`src/rtl/score_reader_pkg.sv`:
```
// Constants and FSM state type shared by the score reader and the music sequencer.
// Command word: bit 11 = delay flag, else bit 10 selects note start vs note stop.
package score_reader_pkg;

  localparam int CMD_W         = 12;
  localparam int CMD_DELAY_BIT = 11;
  localparam int CMD_START_BIT = 10;

  localparam logic [CMD_W-1:0] CMD_END     = 12'h800;
  localparam logic [CMD_W-1:0] CMD_SILENCE = 12'h000;

  typedef enum logic [2:0] {
    ST_IDLE,
    ST_FETCH,
    ST_LOAD,
    ST_ARM,
    ST_WAIT,
    ST_DONE
  } state_t;

endpackage

```
`src/rtl/score_reader.sv`:
```
// Score reader: fetches command words from a synchronous score ROM and paces them on sequencer busy.
// Define SCORE_LOOP_EN to restart the score at address 0 on the end marker instead of stopping.
module score_reader
  import score_reader_pkg::*;
#(
  parameter int ADDR_W = 8
) (
  input  logic              clk,
  input  logic              rst_n,
  input  logic              start,
  input  logic              abort,
  input  logic              busy,
  input  logic [CMD_W-1:0]  rom_data,
  output logic [ADDR_W-1:0] rom_addr,
  output logic [CMD_W-1:0]  command,
  output logic              playing,
  output logic              done
);

  state_t            state, state_nxt;
  logic [ADDR_W-1:0] addr_nxt;
  logic [CMD_W-1:0]  command_nxt;
  logic [CMD_W-1:0]  last_note, last_note_nxt;

  always_ff @(posedge clk) begin
    if (!rst_n) begin
      state     <= ST_IDLE;
      rom_addr  <= '0;
      command   <= CMD_SILENCE;
      last_note <= CMD_SILENCE;
    end else begin
      state     <= state_nxt;
      rom_addr  <= addr_nxt;
      command   <= command_nxt;
      last_note <= last_note_nxt;
    end
  end

  always_comb begin
    state_nxt     = state;
    addr_nxt      = rom_addr;
    command_nxt   = command;
    last_note_nxt = last_note;

    case (state)
      ST_IDLE, ST_DONE: begin
        command_nxt = CMD_SILENCE;
        if (start) begin
          addr_nxt  = '0;
          state_nxt = ST_FETCH;
        end
      end
      ST_FETCH: state_nxt = ST_LOAD;
      ST_LOAD: begin
        if (rom_data == CMD_END) begin
`ifdef SCORE_LOOP_EN
          addr_nxt    = '0;
          state_nxt   = ST_FETCH;
`else
          command_nxt = CMD_SILENCE;
          state_nxt   = ST_DONE;
`endif
        end else if (rom_data[CMD_DELAY_BIT]) begin
          command_nxt = rom_data;
          addr_nxt    = rom_addr + ADDR_W'(1);
          state_nxt   = ST_ARM;
        end else begin
          command_nxt   = rom_data;
          last_note_nxt = rom_data;
          addr_nxt      = rom_addr + ADDR_W'(1);
          state_nxt     = ST_FETCH;
        end
      end
      // Sequencer needs a cycle to see the delay flag before busy is meaningful.
      ST_ARM: state_nxt = ST_WAIT;
      ST_WAIT: begin
        if (!busy) begin
          // Dropping bit 11 here gives the next delay a fresh rising edge.
          command_nxt = last_note;
          state_nxt   = ST_FETCH;
        end
      end
      default: state_nxt = ST_IDLE;
    endcase

    if (abort) begin
      state_nxt   = ST_IDLE;
      command_nxt = CMD_SILENCE;
    end
  end

  assign playing = (state != ST_IDLE) && (state != ST_DONE);
  assign done    = (state == ST_DONE);

endmodule
```
`config.mk`:
```
export PLATFORM = sky130hd
export DESIGN_NAME = score_reader
export DESIGN_NICKNAME = d
export VERILOG_FILES = /design/src/rtl/score_reader_pkg.sv /design/src/rtl/score_reader.sv
export SDC_FILE = /design/constraint.sdc
export NUM_CORES = 1
export LEC_CHECK = 0
export CORE_MARGIN = 4
export CORE_UTILIZATION = 44
export DETAILED_ROUTE_END_ITERATION = 8
export GPL_TIMING_DRIVEN = 0
export HOLD_SLACK_MARGIN = 0.05
export PLACE_DENSITY_LB_ADDON = 0.12
export SYNTH_ARGS = -nofsm -noshare
export SYNTH_HDL_FRONTEND = slang
export SYNTH_SLANG_ARGS = --single-unit
```
`constraint.sdc`:
```
create_clock -name clk -period 1.9 [get_ports clk]
set_clock_uncertainty 0.15 [all_clocks]
set_input_delay 0.38 -clock clk [delete_from_list [all_inputs] [get_ports clk]]
set_output_delay 0.38 -clock clk [all_outputs]
set_load 0.005 [all_outputs]
```
After elaboration in Yosys (flattened, before gate mapping). Index checks and enable logic that the tools add are counted.

Register bits: 34. Output and inout bits: 22. Word-level logic and storage cells: 40.

Reductions and logical operators: 11. Bitwise operators: 3. Mux-type cells: 11. Eq/ne operators: 10. Add/subtract/negate cells: 1.

Operators with widths (count): case mux 12 bit (3 select lines) (1); two-way mux 12 bit (2); two-way mux 8 bit (2); case mux 8 bit (2 select lines) (1); case mux 3 bit (5 select lines) (1); equality test 12 bit, second input constant (1); two-way mux 3 bit (3); adder 8 x 1 -> 8 bit, second input constant (1); equality test 3 x 2 -> 1 bit, second input constant (2); equality test 3 bit, second input constant (2); inequality test 2 bit, second input constant (3); AND reduction 3 bit (2); nonzero test 3 bit (2); AND reduction 2 bit (2); OR reduction 2 bit (2); equality test 3 x 1 -> 1 bit, second input constant (1); logical NOT 3 bit (1); inequality test 3 bit, second input constant (1); inverter 1 bit (3); two-way mux 2 bit (1); nonzero test 2 bit (1); logical AND 1 bit (1).

Longest topological paths before layout. Gate-level depths: netlist of run 1.

Depth in word-level cells: 4. Gate-level depth with buffers: 6. Depth with buffers taken out: 4.

Worst setup path after synthesis of run 1. OpenSTA, ideal clock, no wires.

Path kind: register to register. From: register state[1]. To: register rom_addr[7]. Path buffers: 1. Slack: 0.045 ns. Stages on the path, launching flop included: 6. Data arrival time: 1.632 ns. Clock period less this slack: 1.855 ns. Setup time: 0.073 ns. Path through: dfxtp_1 or3b_1 buf_2 or3_1 or4_1 o211ai_2.

Word-level cells in the longest chain between the ends: 4. Elaborated cells between the ends (all ways): 9.

Ends and longest elaborated chain: from (decl) (line score_reader.sv:20) `state_t state, state_nxt;`; from (signal assigned) (line score_reader.sv:32) `state <= state_nxt;`; equality test 3 bit / logical NOT 3 bit (equally long branches) (line score_reader.sv:45) `case (state)`; OR reduction 2 bit (line score_reader.sv:45); inequality test 2 bit (no source line) / nonzero test 2 bit (equally long branches); AND reduction 3 bit (no source line); to (signal assigned) (line score_reader.sv:33) `rom_addr <= addr_nxt;`; to (decl) (line score_reader.sv:14) `output logic [ADDR_W-1:0] rom_addr,`.

Parallel ways exist; a longest one is shown, timed or not. A chain may end at the register's enable or synchronous reset.

Worst setup path in the final report of run 1. Same ends and word-level chain as after synthesis.

==> summary.md, run 1 <==
| Metric | Value |
|---|---|
| Slew Limit Fails | `0` |
| Largest net degree at the start of global routing | `12` |
| Clock Latency Late Sink | `0.29 ns` |
| Worst Setup End Kind | `flop` |
| # diodes | `0` |
| Share of layout cells above drive strength 1 | `13.0%` |
| Setup TNS | `0 ns` |
| Crit path kind | `flop to flop` |
| Total power | `1.43 mW` |
| H-Tree Depth | `2` |
| Status | `finished, final reports clean` |
| Worst vdd ir | `0.000425 V` |
| Pre-antenna DRT Iters | `4` |
| Async S/R FF share, synth | `0%` |
| Pre-CTS WS | `-0.799 ns` |
| WP data required | `1.97 ns` |
| Antenna violations before repair | `0` |
| I/O pins | `39` |
| Max-capacitance violation count | `0` |
| Mean Syn Cell Area | `7.90 sq um` |
| Pwr dens | `629 mW/mm^2` |
| F_max | `531 MHz` |
| Die W | `69.0 microns` |
| Overflow left after global routing | `0` |
| Syn. warnings | `0` |
| Worst-margin pin slew | `0.433 ns` |
| Total length of routed wires | `4250 microns` |
| Crit path DAT | `1.96 ns` |
| Setup ws final | `0.0157 ns` |
| Post-synth EDFFs | `0` |
| RSZ-0062 raised after global routing | `true` |
| Final-report hold violation count | `0` |
| Routed WL per cell | `14.2 microns` |
| First-pass GRT wire length | `6820 microns` |
| Global placement routability congestion | `0.808` |
| GRT Util Overall | `19.3%` |
| Die height | `69.0 microns` |
| Syn nets | `225` |
| Vias | `1632` |
| Root Driver | `clkbuf_8` |
| Routed vias/inst | `5.46` |
| Most frequent cells in the layout | `nand2_1 (31), dfxtp_1 (31), a21oi_1 (26), clkdlybuf4s50_1 (26), o21ai_0 (15)` |
| Top_reg_cell synth | `dfxtp_1` |
| Netlist cell types | `34` |
| Hold crit path type | `input pin to flop` |
| Drt first-iter violations | `128` |
| Synthesized area | `0.00164 sq mm` |
| NumNets Final | `270` |
| Rows | `21` |
| Die area | `0.00476 sq mm` |
| Gate Count Post-Synth | `207` |
| Final setup fails | `0` |
| CTS tree | `done` |
| Crit path max fanout | `7` |
| Crit start category | `flop` |
| Final min period | `1.88 ns` |
| Input/output buffers | `37` |
| Cts bufs inserted | `5` |
| Layout fillers | `324` |
| Synthesis-stage register bit count | `34` |
| P&R area growth vs syn | `38.9%` |
| Final Cycle Share | `99.2%` |
| Number of global-route vias before repair | `1422` |
| LEAKAGE | `0.809 nW` |
| Core Area | `0.00347 sq mm` |
| CTS sink cnt | `34` |
| Hold Slack | `0.259 ns` |
| DRC errors left | `0` |
| Post-route ant nets | `0` |
| Seq/Total Area, Yosys | `41.6%` |
| CTS Buffer Depth | `2` |
| Starting Density | `47.2%` |
| HPWL Detailed | `2930 microns` |
| Max-Slew Margin vs Limit | `71.1%` |
| Worst-path clk slew | `0.07 ns` |
## cells by family after synthesis
| logic type | count (synthesis) | synth area share (%) |
|---|---|---|
| AO/OA/AOI/OAI | 69 | 25.2 |
| adder cells (fa/ha/maj) | 1 | 0.765 |
| AND/OR/NAND/NOR | 84 | 27.9 |
| buffers and inverters | 19 | 4.51 |
| flip-flops | 34 | 41.6 |
## critical path, stage by stage (launching register included)
cell and delay (ns):
dfxtp_4 0.37, or3b_1 0.37, buf_6 0.15, or3_1 0.29
or4_4 0.42, o211ai_2 0.08
## through the flow
| step | util [%] | area (sq um) | cells |
|---|---|---|---|
| 3_3_place_gp | 59.5 | 2060 | 290 |
| 5_1_grt | 65.5 | 2270 | 299 |
| 3_5_place_dp | 59.5 | 2060 | 290 |
| 6_report | 65.5 | 2270 | 299 |
| 4_1_cts | 64.1 | 2220 | 299 |
| 2_1_floorplan | - | 1640 | 207 |
## cell usage after synthesis (2+ instances only)
cell type | n | area (sq um)
o211ai_1 | 4 | 30.0
or4_1 | 4 | 30.0
nor2_1 | 3 | 11.3
nor2b_1 | 3 | 18.8
inv_1 | 4 | 15.0
o21ai_0 | 16 | 80.1
o31ai_1 | 2 | 15.0
and3_1 | 3 | 18.8
nand3b_1 | 2 | 15.0
a21oi_1 | 26 | 130
nor4_1 | 2 | 12.5
clkbuf_1 | 13 | 48.8
nand2b_1 | 3 | 18.8
a22oi_1 | 12 | 90.1
nand3_1 | 7 | 35.0
nand2_1 | 31 | 116
buf_2 | 2 | 10.0
nor3_1 | 4 | 20.0
dfxtp_1 | 34 | 681
a31oi_1 | 6 | 37.5
or3_1 | 13 | 81.3
## worst paths after layout
path	start	to	slack [ns]	cells after the start
min reg2reg	last_note[2]$_SDFFE_PN0P_	last_note[2]$_SDFFE_PN0P_	0.30	2
max	state[1]$_SDFFE_PP0P_	rom_addr[7]$_SDFFE_PN0P_	0.02	5
max reg2reg	state[1]$_SDFFE_PP0P_	rom_addr[7]$_SDFFE_PN0P_	0.02	5
min	rom_data[10]	last_note[10]$_SDFFE_PN0P_	0.26	3
## state kept, by name (all words and copies together), names as in the netlist
register   cells
rom_addr       8
state          3
command       12
last_note     11
## layer usage
metal / GRT usage (%) / wire, microns
met1: 28.1 / 2040
met3: 3.89 / 328
met2: 28.1 / 1840
met5: 0 / 0
met4: 6.57 / 38
## report_power, final
| group | leakage [nW] | switching [mW] | internal, mW | total, mW |
|---|---|---|---|---|
| Sequential | 0.276 | 0.00541 | 0.719 | 0.724 |
| Combinational | 0.486 | 0.0823 | 0.0659 | 0.148 |
| Clock | 0.0472 | 0.267 | 0.291 | 0.558 |
| Total | 0.809 | 0.355 | 1.08 | 1.43 |
## repair_timing
item | in CTS | in global routing
gates cloned | 0 | 0
endpoints found under the setup margin | 28 | 32
pin swaps | 0 | 7
setup buffers | 1 | 1
hold buffers | 0 | 0
gates resized for setup | 27 | 20
## final cells by class
type | instances | area (sq um) | share of cell area, %
Multi-Input combinational cell | 154 | 936 | 41.2
Sequential cell | 34 | 687 | 30.2
Timing Repair Buffer | 39 | 395 | 17.4
Buffer | 14 | 86.3 | 3.80
Clock buffer | 6 | 82.6 | 3.63
Tap cell | 46 | 57.6 | 2.53
Inverter | 4 | 15.0 | 0.661
Clock inverter | 2 | 12.5 | 0.551
(Power assumes the default switching activity.)
==> run 2, diff against run 1 <==
- CTS_CLUSTER_DIAMETER: not set -> 150
==> results of run 2 <==
Same layout as run 1: the final DEF is identical, and so are final timing and power.
